**config.mk**
```make
export PLATFORM = sky130hd
export DESIGN_NAME = button_event_decoder
export DESIGN_NICKNAME = d
export VERILOG_FILES = /design/src/rtl/btn_pkg.sv /design/src/rtl/btn_debounce.sv /design/src/rtl/button_event_decoder.sv
export SDC_FILE = /design/constraint.sdc
export NUM_CORES = 1
export LEC_CHECK = 0
export CORE_MARGIN = 1
export CORE_UTILIZATION = 40
export CTS_CLUSTER_SIZE = 16
export DETAILED_ROUTE_END_ITERATION = 8
export GPL_TIMING_DRIVEN = 1
export SLEW_MARGIN = 20
export SYNTH_ARGS = -nofsm -noshare
export SYNTH_HDL_FRONTEND = slang
export SYNTH_HIERARCHICAL = 1
export SYNTH_SLANG_ARGS = --single-unit
export TNS_END_PERCENT = 20
```
**constraint.sdc**
```tcl
create_clock -name clk48 -period 2 [get_ports clk48]
set_input_delay 0.5 -clock clk48 [delete_from_list [all_inputs] [get_ports clk48]]
set_output_delay 0.5 -clock clk48 [all_outputs]
set_load 0.01 [all_outputs]
```
**src/rtl/btn_pkg.sv**
```systemverilog
// Shared types and default timing for the user-button path.
// Cycle constants assume the 48 MHz system clock.
package btn_pkg;

  typedef enum logic [1:0] {
    IDLE,
    HELD,
    LONG,
    REBOOT
  } btn_state_t;

  localparam int DEB_10MS     = 480000;
  localparam int LONG_2S      = 96000000;
  localparam int REBOOT_100US = 4800;

endpackage

```
**src/rtl/btn_debounce.sv**
```systemverilog
// Two-flop synchroniser, polarity normalise and debounce filter.
// Output level is 1 while the button is pressed.
module btn_debounce
  import btn_pkg::*;
#(
  parameter int DEBOUNCE_CYCLES = DEB_10MS,
  parameter bit ACTIVE_LOW      = 1'b1
) (
  input  logic clk,
  input  logic rst_n,
  input  logic btn_raw,
  output logic btn_level
);

  localparam int CW = $clog2(DEBOUNCE_CYCLES + 1);
  localparam logic [CW-1:0] CNT_MAX = CW'(DEBOUNCE_CYCLES - 1);

  if (DEBOUNCE_CYCLES < 1) begin : g_bad_deb
    $error("DEBOUNCE_CYCLES must be >= 1");
  end

  logic [1:0]    sync_q, sync_d;
  logic [CW-1:0] cnt_q, cnt_d;
  logic          lvl_q, lvl_d;
  logic          pressed;

  assign pressed   = sync_q[1] ^ ACTIVE_LOW;
  assign btn_level = lvl_q;

  // any return to the current level restarts the stability window
  always_comb begin
    sync_d = {sync_q[0], btn_raw};
    lvl_d  = lvl_q;
    cnt_d  = cnt_q;
    if (pressed == lvl_q) begin
      cnt_d = '0;
    end else if (cnt_q == CNT_MAX) begin
      lvl_d = pressed;
      cnt_d = '0;
    end else begin
      cnt_d = cnt_q + CW'(1);
    end
  end

  always_ff @(posedge clk or negedge rst_n) begin
    if (!rst_n) begin
      sync_q <= {2{ACTIVE_LOW}};
      cnt_q  <= '0;
      lvl_q  <= 1'b0;
    end else begin
      sync_q <= sync_d;
      cnt_q  <= cnt_d;
      lvl_q  <= lvl_d;
    end
  end

endmodule

```
**src/rtl/button_event_decoder.sv**
```systemverilog
// User-button decoder: press/release edges, short/long classification,
// LED toggle and a timed active-low reboot request.
module button_event_decoder
  import btn_pkg::*;
#(
  parameter int DEBOUNCE_CYCLES     = DEB_10MS,
  parameter int LONG_PRESS_CYCLES   = LONG_2S,
  parameter int REBOOT_PULSE_CYCLES = REBOOT_100US,
  parameter bit ACTIVE_LOW          = 1'b1
) (
  input  logic clk48,
  input  logic rst_n,
  input  logic btn_raw,
  output logic btn_level,
  output logic press_pulse,
  output logic release_pulse,
  output logic short_press,
  output logic long_press,
  output logic led_toggle,
  output logic reboot_n
);

  localparam int HW = $clog2(LONG_PRESS_CYCLES + 1);
  localparam int RW = $clog2(REBOOT_PULSE_CYCLES + 1);
  localparam logic [HW-1:0] HOLD_MAX = HW'(LONG_PRESS_CYCLES - 1);
  localparam logic [RW-1:0] RB_MAX   = RW'(REBOOT_PULSE_CYCLES - 1);

  if (LONG_PRESS_CYCLES <= DEBOUNCE_CYCLES) begin : g_bad_long
    $error("LONG_PRESS_CYCLES must exceed DEBOUNCE_CYCLES");
  end
  if (REBOOT_PULSE_CYCLES < 1) begin : g_bad_rb
    $error("REBOOT_PULSE_CYCLES must be >= 1");
  end

  btn_debounce #(
    .DEBOUNCE_CYCLES(DEBOUNCE_CYCLES),
    .ACTIVE_LOW     (ACTIVE_LOW)
  ) u_deb (
    .clk      (clk48),
    .rst_n    (rst_n),
    .btn_raw  (btn_raw),
    .btn_level(btn_level)
  );

  btn_state_t    state_q, state_d;
  logic [HW-1:0] hold_q, hold_d;
  logic [RW-1:0] rb_q, rb_d;
  logic          prev_q;
  logic          press_q, press_d;
  logic          rel_q, rel_d;
  logic          short_q, short_d;
  logic          long_q, long_d;
  logic          led_q, led_d;
  logic          reboot_n_q, reboot_n_d;
  logic          rise, fall;

  assign rise = btn_level & ~prev_q;
  assign fall = ~btn_level & prev_q;

  always_comb begin
    state_d    = state_q;
    hold_d     = hold_q;
    rb_d       = rb_q;
    press_d    = rise;
    rel_d      = fall;
    short_d    = 1'b0;
    long_d     = 1'b0;
    led_d      = led_q;
    reboot_n_d = reboot_n_q;
    unique case (state_q)
      IDLE: begin
        if (rise) begin
          state_d = HELD;
          hold_d  = '0;
        end
      end
      // release is tested first so a same-cycle threshold stays short
      HELD: begin
        if (!btn_level) begin
          short_d = 1'b1;
          led_d   = ~led_q;
          state_d = IDLE;
        end else if (hold_q == HOLD_MAX) begin
          long_d  = 1'b1;
          state_d = LONG;
        end else begin
          hold_d = hold_q + HW'(1);
        end
      end
      LONG: begin
        if (!btn_level) begin
          state_d    = REBOOT;
          rb_d       = '0;
          reboot_n_d = 1'b0;
        end
      end
      REBOOT: begin
        if (rb_q == RB_MAX) begin
          reboot_n_d = 1'b1;
          state_d    = IDLE;
        end else begin
          rb_d = rb_q + RW'(1);
        end
      end
      default: state_d = IDLE;
    endcase
  end

  always_ff @(posedge clk48 or negedge rst_n) begin
    if (!rst_n) begin
      state_q    <= IDLE;
      hold_q     <= '0;
      rb_q       <= '0;
      prev_q     <= 1'b0;
      press_q    <= 1'b0;
      rel_q      <= 1'b0;
      short_q    <= 1'b0;
      long_q     <= 1'b0;
      led_q      <= 1'b0;
      reboot_n_q <= 1'b1;
    end else begin
      state_q    <= state_d;
      hold_q     <= hold_d;
      rb_q       <= rb_d;
      prev_q     <= btn_level;
      press_q    <= press_d;
      rel_q      <= rel_d;
      short_q    <= short_d;
      long_q     <= long_d;
      led_q      <= led_d;
      reboot_n_q <= reboot_n_d;
    end
  end

  assign press_pulse   = press_q;
  assign release_pulse = rel_q;
  assign short_press   = short_q;
  assign long_press    = long_q;
  assign led_toggle    = led_q;
  assign reboot_n      = reboot_n_q;

endmodule

```
==> metrics.csv, run 1 <==
metric,value,unit
status,finished with violations,
failing checks,negative setup slack,
slowest CP cell,or4bb_1,
Tot GR Track Use,0.193,
worst setup margin,-13.8,ps
M3 GR Usage,0.0443,
final worst path period need,2010,ps
R2R Path Start,hold_q[17],
Post-synth EDFFs,0,
synthesis warning total,6,
reg-to-reg endpoint,hold_q[18],
GR Util met1,0.258,
total die area,0.00995,mm2
drt total wl,9020,um
endpoints failing hold,0,
CP Launch Type,register,
number of global-route vias before repair,3150,
clk_lat worst skew,350,ps
placed cells,564,
"Slew Viols, Final",0,
Fmax,0.497,GHz
WS Path Type,register to register,
cell area after synthesis,0.00382,mm2
CTS clock-pin slew for the worst setup and hold paths,80,ps
post-synthesis average cell area,9.53,um2
LEAKAGE,0.00199,uW
PortBufs,9,
first-pass GRT wire length,15200,um
DRT iter0 DRCs,184,
crit-path cells,"or4bb_1, nor4_4, a21o_4, nor3_2, a211o_1",
GPL Wtd Cong,0.894,
Num CTS Buffers,9,
First-pass DRT Iterations,4,
max-cap violation count,0,
share of cells above drive strength 1,0.230,
Max transition margin,0.638,
Core Box Area,0.00924,mm2
Min-Delay Path Class,input port to async pin,
CTS max path bufs,2,
"Distinct cells, synth",63,
DR vias,3247,
Die X-Extent,99.8,um
"most common cell after layout, fill and taps aside",dfrtp_1,
IO Count,10,
final setup vio count,2,
H-tree levels,3,
Finished Cell Area,0.00471,mm2
pin count of the biggest net entering global routing,35,
Area growth syn-to-layout,23.2,%
ys flop type,dfrtp_1,
Vias/cell,5.55,
Worst Skew,8.39,ps
initial antenna violation count,0,
starting density of the core,0.414,
placed cell area,0.00434,mm2
Multi-input gate area,0.00199,mm2
cells after synthesis,401,
Antenna Nets Post-Route,0,
CP max stage delay,540,ps
sequential area share after synthesis,0.466,
wire per inst,15.4,um
cells on worst reg2reg path,5,
CP max FO,6,
GRT busiest layer,met2,
Async SR Flop Fraction,1.00,
CP required,2230,ps
Final Non-Filler Cells,585,
pwr/cell area,594,mW/mm2
Post-Syn Nets,407,
detailed placer's ending HPWL,6170,um
Tcrit/Tclk final,1.01,
crit end category,register,
RSZ-0062 raised after global routing,yes,
CP Launch Point,hold_q[17],
nets,457,
register area,0.00178,mm2
slew of the pin with the lowest slew margin,542,ps
VDD IR-drop max,0.272,mV
Final Hold Slack,102,ps
"Hold-fix buffers, CTS",0,
layout filler cell count,857,
CTS root buf,clkbuf_8,
Worst EP arrival,2240,ps
Residual DRC,0,
r2r setup slk,-10,ps
clock tree sinks,71,
met2 Use GR,0.313,
#FFs+latches synth,71,
FP Rows,35,
Die Height,99.8,um
# diodes,0,
CTS tree,yes,
Overflow after GRT,0,
crit path to,hold_q[18],
most frequent cells in the layout,"68 x dfrtp_1, 47 x buf_4, 38 x nor2_1, 33 x nand2_1, 24 x nand3_1",
-- area by class of cell --
cell class                 count  share of cell area
sequential                    71               0.378
multi-input combinational    299               0.422
tap                          129              0.0343
inverter                       9             0.00718
timing repair buffer          61               0.112
clock buffer                   9              0.0263
clock inverter                 7              0.0205
-- per-layer routing --
metal | up-vias | wire (um)
li1 | 1594 | -
met1 | 1571 | 4180
met2 | 74 | 4330
met3 | 8 | 442
met4 | 0 | 74
met5 | - | 0
-- per-stage QoR --
stage	setup TNS, ps	utilization	total power (uW)	worst slack (ps)
final	-27.3	0.510	2800	-13.8
after global routing	-427	0.510	2910	-64.5
after CTS	0	0.497	2850	0.483
after detailed placement	-62.1	0.470	1540	-39.3
after global placement	0	0.470	1540	14.4
after floorplan	-3.83	-	1490	-3.83
-- worst min path at each step --
stage,from,endpoint,slack (ps)
5_1_grt,rst_n,u_deb/cnt_q[16],120
3_3_place_gp,u_deb/sync_q[0],u_deb/sync_q[1],360
2_1_floorplan,rst_n,async pin,200
4_1_cts,rst_n,u_deb/cnt_q[16],110
6_report,rst_n,u_deb/cnt_q[16],100
3_5_place_dp,u_deb/sync_q[0],u_deb/sync_q[1],350
-- power by group --
part / total [uW] / switching, uW / internal (uW)
clock: 1280 / 578 / 707
combinational: 61.4 / 42.8 / 18.6
sequential: 1450 / 5.94 / 1440
total: 2800 / 627 / 2170
-- cell usage after synthesis, types with 2 or more instances --
master | n | area (um2)
a211o_1 | 4 | 35.0
a21o_1 | 3 | 22.5
a21oi_1 | 11 | 55.1
a31oi_1 | 13 | 81.3
a41oi_1 | 6 | 52.6
and2_1 | 2 | 12.5
and3_1 | 13 | 81.3
and4_1 | 3 | 26.3
buf_2 | 4 | 20.0
buf_6 | 2 | 22.5
clkbuf_1 | 14 | 52.6
dfrtp_1 | 68 | 1700
dfstp_2 | 3 | 78.8
ha_1 | 3 | 37.5
inv_1 | 9 | 33.8
mux2i_1 | 3 | 30.0
nand2_1 | 33 | 124
nand2b_1 | 4 | 25.0
nand3_1 | 24 | 120
nand4_1 | 15 | 93.8
nand4b_1 | 2 | 17.5
nor2_1 | 38 | 143
nor2b_1 | 2 | 12.5
nor3_1 | 11 | 55.1
nor4_1 | 7 | 43.8
nor4_4 | 2 | 42.5
nor4b_1 | 2 | 17.5
o211ai_1 | 3 | 22.5
o21ai_0 | 19 | 95.1
o21ai_1 | 2 | 10.0
o31ai_1 | 18 | 135
or2_1 | 2 | 12.5
or3_1 | 4 | 25.0
or4_1 | 2 | 15.0
or4_4 | 3 | 33.8
or4bb_1 | 2 | 22.5
xnor2_1 | 11 | 96.3
xor2_1 | 9 | 78.8
-- logic make-up (layout without fill, tap and decap cells) --
family / count (synthesis) / in the layout / share of synthesized area
AND/OR/NAND/NOR: 180 / 180 / 0.266
AO/OA/AOI/OAI: 92 / 92 / 0.164
flip-flops: 71 / 71 / 0.466
buffers and inverters: 31 / 86 / 0.0370
XOR/XNOR: 20 / 20 / 0.0458
multiplexers: 4 / 4 / 0.0108
adder cells (fa/ha/maj): 3 / 3 / 0.00982
-- registers in the layout, summed over array words and instances (netlist names), named ones only --
signal / count
state_q: 1
u_deb/cnt_q: 19
u_deb/btn_level: 1
long_press: 1
reboot_n: 1
release_pulse: 1
press_pulse: 1
prev_q: 1
hold_q: 27
short_press: 1
u_deb/sync_q: 2
led_toggle: 1
rb_q: 13
-- worst max-delay path, delay by kind of cell, from the launching register on --
family          cells  cell delay (ps)
compound gates      2              490
simple gates        3             1020
flops               1              380
-- timing repair --
item / in CTS / in global routing
setup buffers: 2 / 3
endpoints found under the setup margin: 6 / 32
gates resized for setup: 4 / 17
pin swaps: 4 / 14
gates cloned: 0 / 0
Note: power is estimated with default switching activity, not from simulation.
==> inputs of run 2 (changes only) <==
--- a/config.mk
+++ b/config.mk
@@ -13,6 +13,5 @@
 export SLEW_MARGIN = 20
 export SYNTH_ARGS = -nofsm -noshare
 export SYNTH_HDL_FRONTEND = slang
-export SYNTH_HIERARCHICAL = 1
 export SYNTH_SLANG_ARGS = --single-unit
 export TNS_END_PERCENT = 20
==> metrics.csv, run 2 <==
metric,value,unit,change
final worst path period need,1920,ps,-90.1 ps
ys flop type,dfrtp_1,,
Die Height,97.2,um,-2.6%
final design utilization,0.483,,-0.0263
r2r setup slk,80,ps,+90 ps
crit end category,register,,
PortBufs,9,,unchanged
"most common cell after layout, fill and taps aside",dfrtp_1,,
# diodes,0,,unchanged
wire per inst,14.4,um,-6.6%
most frequent cells in the layout,"67 x dfrtp_1, 43 x nor2_1, 34 x nand2_1, 27 x nand3_1, 24 x buf_4",,
First-pass DRT Iterations,4,,unchanged
mux contribution to synthesized area,0.00553,,-0.00528
Worst EP arrival,2200,ps,-40 ps
detailed placer's ending HPWL,5090,um,-18%
drt total wl,7490,um,-17%
Area growth syn-to-layout,16.9,%,
pwr/cell area,621,mW/mm2,+4.7%
Residual DRC,0,,unchanged
sequential area share after synthesis,0.492,,+0.0257
compound-gate portion of the synthesized area,0.0739,,-0.0904
slew of the pin with the lowest slew margin,547,ps,+4.36 ps
uppermost layer routed,met4,,
CP Launch Point,hold_q[0],,
CP max FO,16,,+10
IO Count,10,,unchanged
setup TNS,0,ps,+27.3 ps
commonest cells in the synthesized netlist,"68 x dfrtp_1, 43 x nor2_1, 34 x nand2_1",,
Max transition margin,0.632,,-0.00627
worst setup margin,76.3,ps,+90.1 ps
Tot GR Track Use,0.169,,-0.0239
R2R Path Start,hold_q[0],,
DR vias,2836,,-13%
#FFs+latches synth,71,,unchanged
clock tree sinks,71,,unchanged
Fmax,0.520,GHz,+4.7%
met1 wire length,3730,um,-11%
pin count of the biggest net entering global routing,27,,-23%
reg-to-reg endpoint,hold_q[8],,
cells on worst reg2reg path,7,,+2
GPL Wtd Cong,0.834,,-6.7%
"Slew Viols, Final",0,,unchanged
Synth Area in Simple Gates,0.316,,+0.0493
"Hold-fix buffers, CTS",0,,unchanged
CP max stage delay,480,ps,-60 ps
FP Rows,34,,-2.9%
Worst Skew,10.0,ps,+1.64 ps
Num CTS Buffers,9,,unchanged
Async SR Flop Fraction,1.00,,unchanged
Overflow after GRT,0,,unchanged
H-tree levels,3,,unchanged
CTS root buf,clkbuf_8,,
Post-Syn Nets,382,,-6.1%
WS Path Type,register to register,,
synthesis warning total,0,,-6
starting density of the core,0.413,,about the same
Tcrit/Tclk final,0.962,,-0.0451
Vias/cell,5.45,,-1.7%
placed cell area,0.00401,mm2,-7.6%
max-cap violation count,0,,unchanged
Finished Cell Area,0.00424,mm2,-10%
CP required,2270,ps,+40 ps
Post-synth EDFFs,0,,unchanged
Detail Route met2 WL,3470,um,-20%
post-synthesis xor/xnor area fraction,0.0774,,+0.0315
Min-Delay Path Class,input port to async pin,,
Yosys top cell area share,0.470,,+0.0246
adder-cell share of the synthesized area,0.0104,,+0.000543
CP Launch Type,register,,
number of global-route vias before repair,2735,,-13%
initial antenna violation count,0,,unchanged
nets,414,,-9.4%
cells taking the most area after synthesis,"dfrtp_1 47%, nor2_1 4.5%, xnor2_1 4.1%",,
crit-path cells,"ha_1, nand4_1, nor4b_2, and4_1, buf_4, or4_1, a21oi_1",,
slowest CP cell,or4_1,,
total power draw,2630,uW,-5.9%
met3 wire length,126,um,-71%
DRT iter0 DRCs,105,,-43%
post-synth top area cell,dfrtp_1,,
crit path to,hold_q[8],,
CTS tree,yes,,
VDD IR-drop max,0.279,mV,+2.5%
CTS clock-pin slew for the worst setup and hold paths,80,ps,about the same
Regs by FF count,"hold_q: 27 flops, u_deb.cnt_q: 19 flops, rb_q: 13 flops",,
layout filler cell count,827,,-3.5%
LEAKAGE,0.00186,uW,-6.2%
endpoints failing hold,0,,unchanged
max FFs per register,27,,unchanged
share of cells above drive strength 1,0.155,,-0.0749
Core Box Area,0.00876,mm2,-5.2%
first-pass GRT wire length,12900,um,-15%
post-synthesis average cell area,9.63,um2,+1.1%
"Distinct cells, synth",51,,-19%
Die X-Extent,97.2,um,-2.6%
largest family of logic cells by synthesized area,simple AND/OR/NAND/NOR gates,,
CTS max path bufs,2,,unchanged
clk_lat worst skew,340,ps,about the same
status,"finished, final reports clean",,
cell area after synthesis,0.00362,mm2,-5.2%
total die area,0.00944,mm2,-5.1%
most frequent cell after synthesis,dfrtp_1,,
final setup vio count,0,,-2
Top reg by flops,hold_q,,
Antenna Nets Post-Route,0,,unchanged
Placement Setup Slack,96.1,ps,+135 ps
cells after synthesis,376,,-6.2%
==> run 2: what timing repair did <==
item	4_1_cts	5_1_grt
gates resized for setup	0	7
buffers inserted	0	1
endpoints found under the setup margin	0	37
==> run 2: power by group <==
group	switching, uW	internal (uW)	leakage (uW)
sequential	5.85	1440	0.000978
combinational	42.5	23.7	0.000785
clock	549	567	0.0000988
==> run 2: kinds of logic (layout without fill, tap and decap cells) <==
logic type | count (synthesis) | after routing
simple gates | 202 | 202
mux | 2 | 2
fa+ha+maj | 3 | 3
buf+inv | 21 | 57
compound gates | 45 | 45
xor+xnor | 32 | 32
flops | 71 | 71
==> run 2: metrics by stage <==
stage               std cells  hold WS (ps)
floorplan                 376           204
global placement          504           355
detailed placement        504           358
CTS                       519           115
global route              520           127
finish                    520           106
==> run 2: per-layer routing <==
metal	GRT usage	up-vias
met2	0.270	28
met5	0	-
met4	0.0769	0
met3	0.0259	12
met1	0.226	1390
li1	-	1406
==> run 2: layout make-up <==
type / instances / area (um2) / area share
Clock buffer: 9 / 124 / 0.0292
Clock inverter: 6 / 62.6 / 0.0148
Inverter: 6 / 22.5 / 0.00532
Multi-Input combinational cell: 284 / 1780 / 0.421
Sequential cell: 71 / 1780 / 0.421
Tap cell: 108 / 135 / 0.0319
Timing Repair Buffer: 36 / 328 / 0.0774
==> run 2: how the worst min path moves through the flow <==
| stage | from | end | depth (start not counted) |
|---|---|---|---|
| finish | rst_n | hold_q[12] | 1 |
| global route | rst_n | hold_q[12] | 1 |
| CTS | rst_n | u_deb.cnt_q[10] | 1 |
| detailed placement | u_deb.sync_q[0] | u_deb.sync_q[1] | 0 |
| global placement | u_deb.sync_q[0] | u_deb.sync_q[1] | 0 |
| floorplan | rst_n | async pin | 0 |
==> run 2: worst max-delay path, delay by kind of cell, from the launching register on <==
kind                     cells  cell delay [ps]
adder cells (fa/ha/maj)      1              220
flip-flops                   1              400
AND/OR/NAND/NOR              4              900
AO/OA/AOI/OAI                1              150
buffers and inverters        1              190
==> inputs of run 3 (changes only) <==
--- a/config.mk
+++ b/config.mk
@@ -10,7 +10,6 @@
 export CTS_CLUSTER_SIZE = 16
 export DETAILED_ROUTE_END_ITERATION = 8
 export GPL_TIMING_DRIVEN = 1
-export SLEW_MARGIN = 20
 export SYNTH_ARGS = -nofsm -noshare
 export SYNTH_HDL_FRONTEND = slang
 export SYNTH_SLANG_ARGS = --single-unit
==> constraint.sdc (replaced) <==
create_clock -name clk48 -period 1.7 [get_ports clk48]
set_input_delay 0.425 -clock clk48 [delete_from_list [all_inputs] [get_ports clk48]]
set_output_delay 0.425 -clock clk48 [all_outputs]
set_load 0.01 [all_outputs]
==> metrics.csv, run 3 (synthesized netlist as in run 2, its figures left out) <==
metric,value,unit,change
status,finished with violations,,
failing checks,negative setup slack,,
CTS root buf,clkbuf_8,,
detailed placer's ending HPWL,5570,um,+9.5%
share of cells above drive strength 1,0.297,,+0.141
CTS tree,yes,,
First-pass DRT Iterations,4,,unchanged
RSZ-0062 raised after global routing,yes,,
total die area,0.00944,mm2,unchanged
Fmax,0.538,GHz,+3.4%
GPL Wtd Cong,0.820,,-1.7%
slew of the pin with the lowest slew margin,549,ps,+2.38 ps
drt total wl,8220,um,+9.8%
CP Launch Type,register,,
Sw Ratio,0.224,,-0.00299
Comb power frac,0.023,,-0.002
Vias/cell,5.33,,-2.2%
max FFs per register,27,,unchanged
Top reg by flops,hold_q,,
Worst Skew,10.5,ps,+0.481 ps
CP max FO,6,,-10
CTS clock-pin slew for the worst setup and hold paths,80,ps,about the same
# diodes,0,,unchanged
setup TNS,-2470,ps,-2470 ps
Core Box Area,0.00876,mm2,unchanged
nets,466,,+13%
placed cell area,0.00437,mm2,+9.0%
Regs by FF count,"hold_q: 27 flops, u_deb.cnt_q: 19 flops, rb_q: 13 flops",,
Clk pwr share,0.461,,+0.037
LEAKAGE,0.00218,uW,+17%
pwr/cell area,693,mW/mm2,+12%
Pint,2560,uW,+26%
PortBufs,9,,unchanged
Net Sw Power,740,uW,+24%
cells on worst reg2reg path,6,,-1
Num CTS Buffers,9,,unchanged
Residual DRC,0,,unchanged
DRT iter0 DRCs,131,,+25%
CTS max path bufs,2,,unchanged
H-tree levels,3,,unchanged
worst setup margin,-160,ps,-236 ps
FP Rows,34,,unchanged
Final Non-Filler Cells,573,,+10%
Finished Cell Area,0.00476,mm2,+12%
first-pass GRT wire length,14000,um,+8.7%
final setup vio count,24,,+24
Overflow after GRT,0,,unchanged
IO Count,10,,unchanged
clock tree sinks,71,,unchanged
wire per inst,14.3,um,-0.38%
clk_lat worst skew,350,ps,about the same
Sequential Power Share,0.516,,-0.035
most frequent cells in the layout,"72 x buf_4, 68 x dfrtp_1, 41 x nor2_1, 34 x nand2_1, 24 x nand3_1",,
Min-Delay Path Class,input port to async pin,,
placed cells,552,,+9.5%
starting density of the core,0.413,,unchanged
DR vias,3055,,+7.7%
Area growth syn-to-layout,31.5,%,
total power draw,3300,uW,+26%
CP required,1970,ps,-300 ps
"Hold-fix buffers, CTS",0,,unchanged
Worst EP arrival,2130,ps,-70 ps
WS Path Type,register to register,,
final worst path period need,1860,ps,-63.9 ps
Antenna Nets Post-Route,0,,unchanged
Max transition margin,0.631,,-0.00160
pin count of the biggest net entering global routing,72,,+170%
"most common cell after layout, fill and taps aside",buf_4,,
layout filler cell count,775,,-6.3%
VDD IR-drop max,0.351,mV,+26%
Tot GR Track Use,0.182,,+0.0129
crit end category,register,,
max-cap violation count,0,,unchanged
endpoints failing hold,0,,unchanged
Die X-Extent,97.2,um,unchanged
Tcrit/Tclk final,1.09,,+0.132
Die Height,97.2,um,unchanged
number of global-route vias before repair,2986,,+9.2%
"Slew Viols, Final",0,,unchanged
initial antenna violation count,0,,unchanged
run 3: cell types whose count changed in the layout (fill, tap and decap cells not counted), moves of 4 or more:
cell and delta:
buf_4 +48, o21ai_0 -8, o21ai_1 +4, o21ai_2 +4
run 3: per-layer routing:
metal | track usage | share of wire
met4 | 0.0643 | 0.013
met5 | 0 | 0
met3 | 0.0353 | 0.040
met1 | 0.241 | 0.48
met2 | 0.297 | 0.47
run 3: timing repair:
action                                  CTS  global route
setup buffers                             3             0
endpoints found under the setup margin   34            56
pin swaps                                 8            16
gates resized for setup                  20            25
cloned                                    0             2
run 3: worst paths after layout:
path	start	endpoint	slack (ps)
worst max-delay path	hold_q[17]	hold_q[8]	-160
worst min-delay path	rst_n	hold_q[21]	90
worst max register to register	hold_q[17]	hold_q[8]	-160
worst min register to register	u_deb.sync_q[0]	u_deb.sync_q[1]	360
max in group asynchronous	rst_n	u_deb.sync_q[1]	1280
min in group clk48	u_deb.sync_q[0]	u_deb.sync_q[1]	360
run 3: final cells by class:
| cell class | instances | area (um2) | share of cell area |
|---|---|---|---|
| clock buffers | 10 | 128 | 0.0268 |
| clock inverters | 6 | 93.8 | 0.0197 |
| inverters | 6 | 22.5 | 0.00473 |
| multi-input cells | 285 | 1900 | 0.400 |
| flip-flops and latches | 71 | 1780 | 0.374 |
| well taps | 108 | 135 | 0.0284 |
| repair buffers | 87 | 701 | 0.147 |
run 3: power by group through the flow:
stage               logic, uW  registers, uW  clock network (uW)
floorplan                17.7           1740                   0
global placement         78.5           1740                   0
detailed placement       79.2           1740                   0
CTS                      79.6           1700                1560
global route             90.9           1700                1630
finish                   77.1           1700                1520
run 3: worst max-delay path: stages, from the launching register on:
cell	delay, ps
dfrtp_1	390
buf_4	160
nor4_1	510
and4_4	380
buf_6	130
o31ai_2	60
a21oi_1	160
run 3: through the flow:
stage / utilization / hold WS [ps] / setup WS (ps)
5_1_grt: 0.544 / 127 / -249
2_1_floorplan: - / 129 / -110
4_1_cts: 0.532 / 97.5 / -138
3_5_place_dp: 0.499 / 352 / -323
6_report: 0.544 / 94.0 / -160
3_3_place_gp: 0.499 / 349 / -117
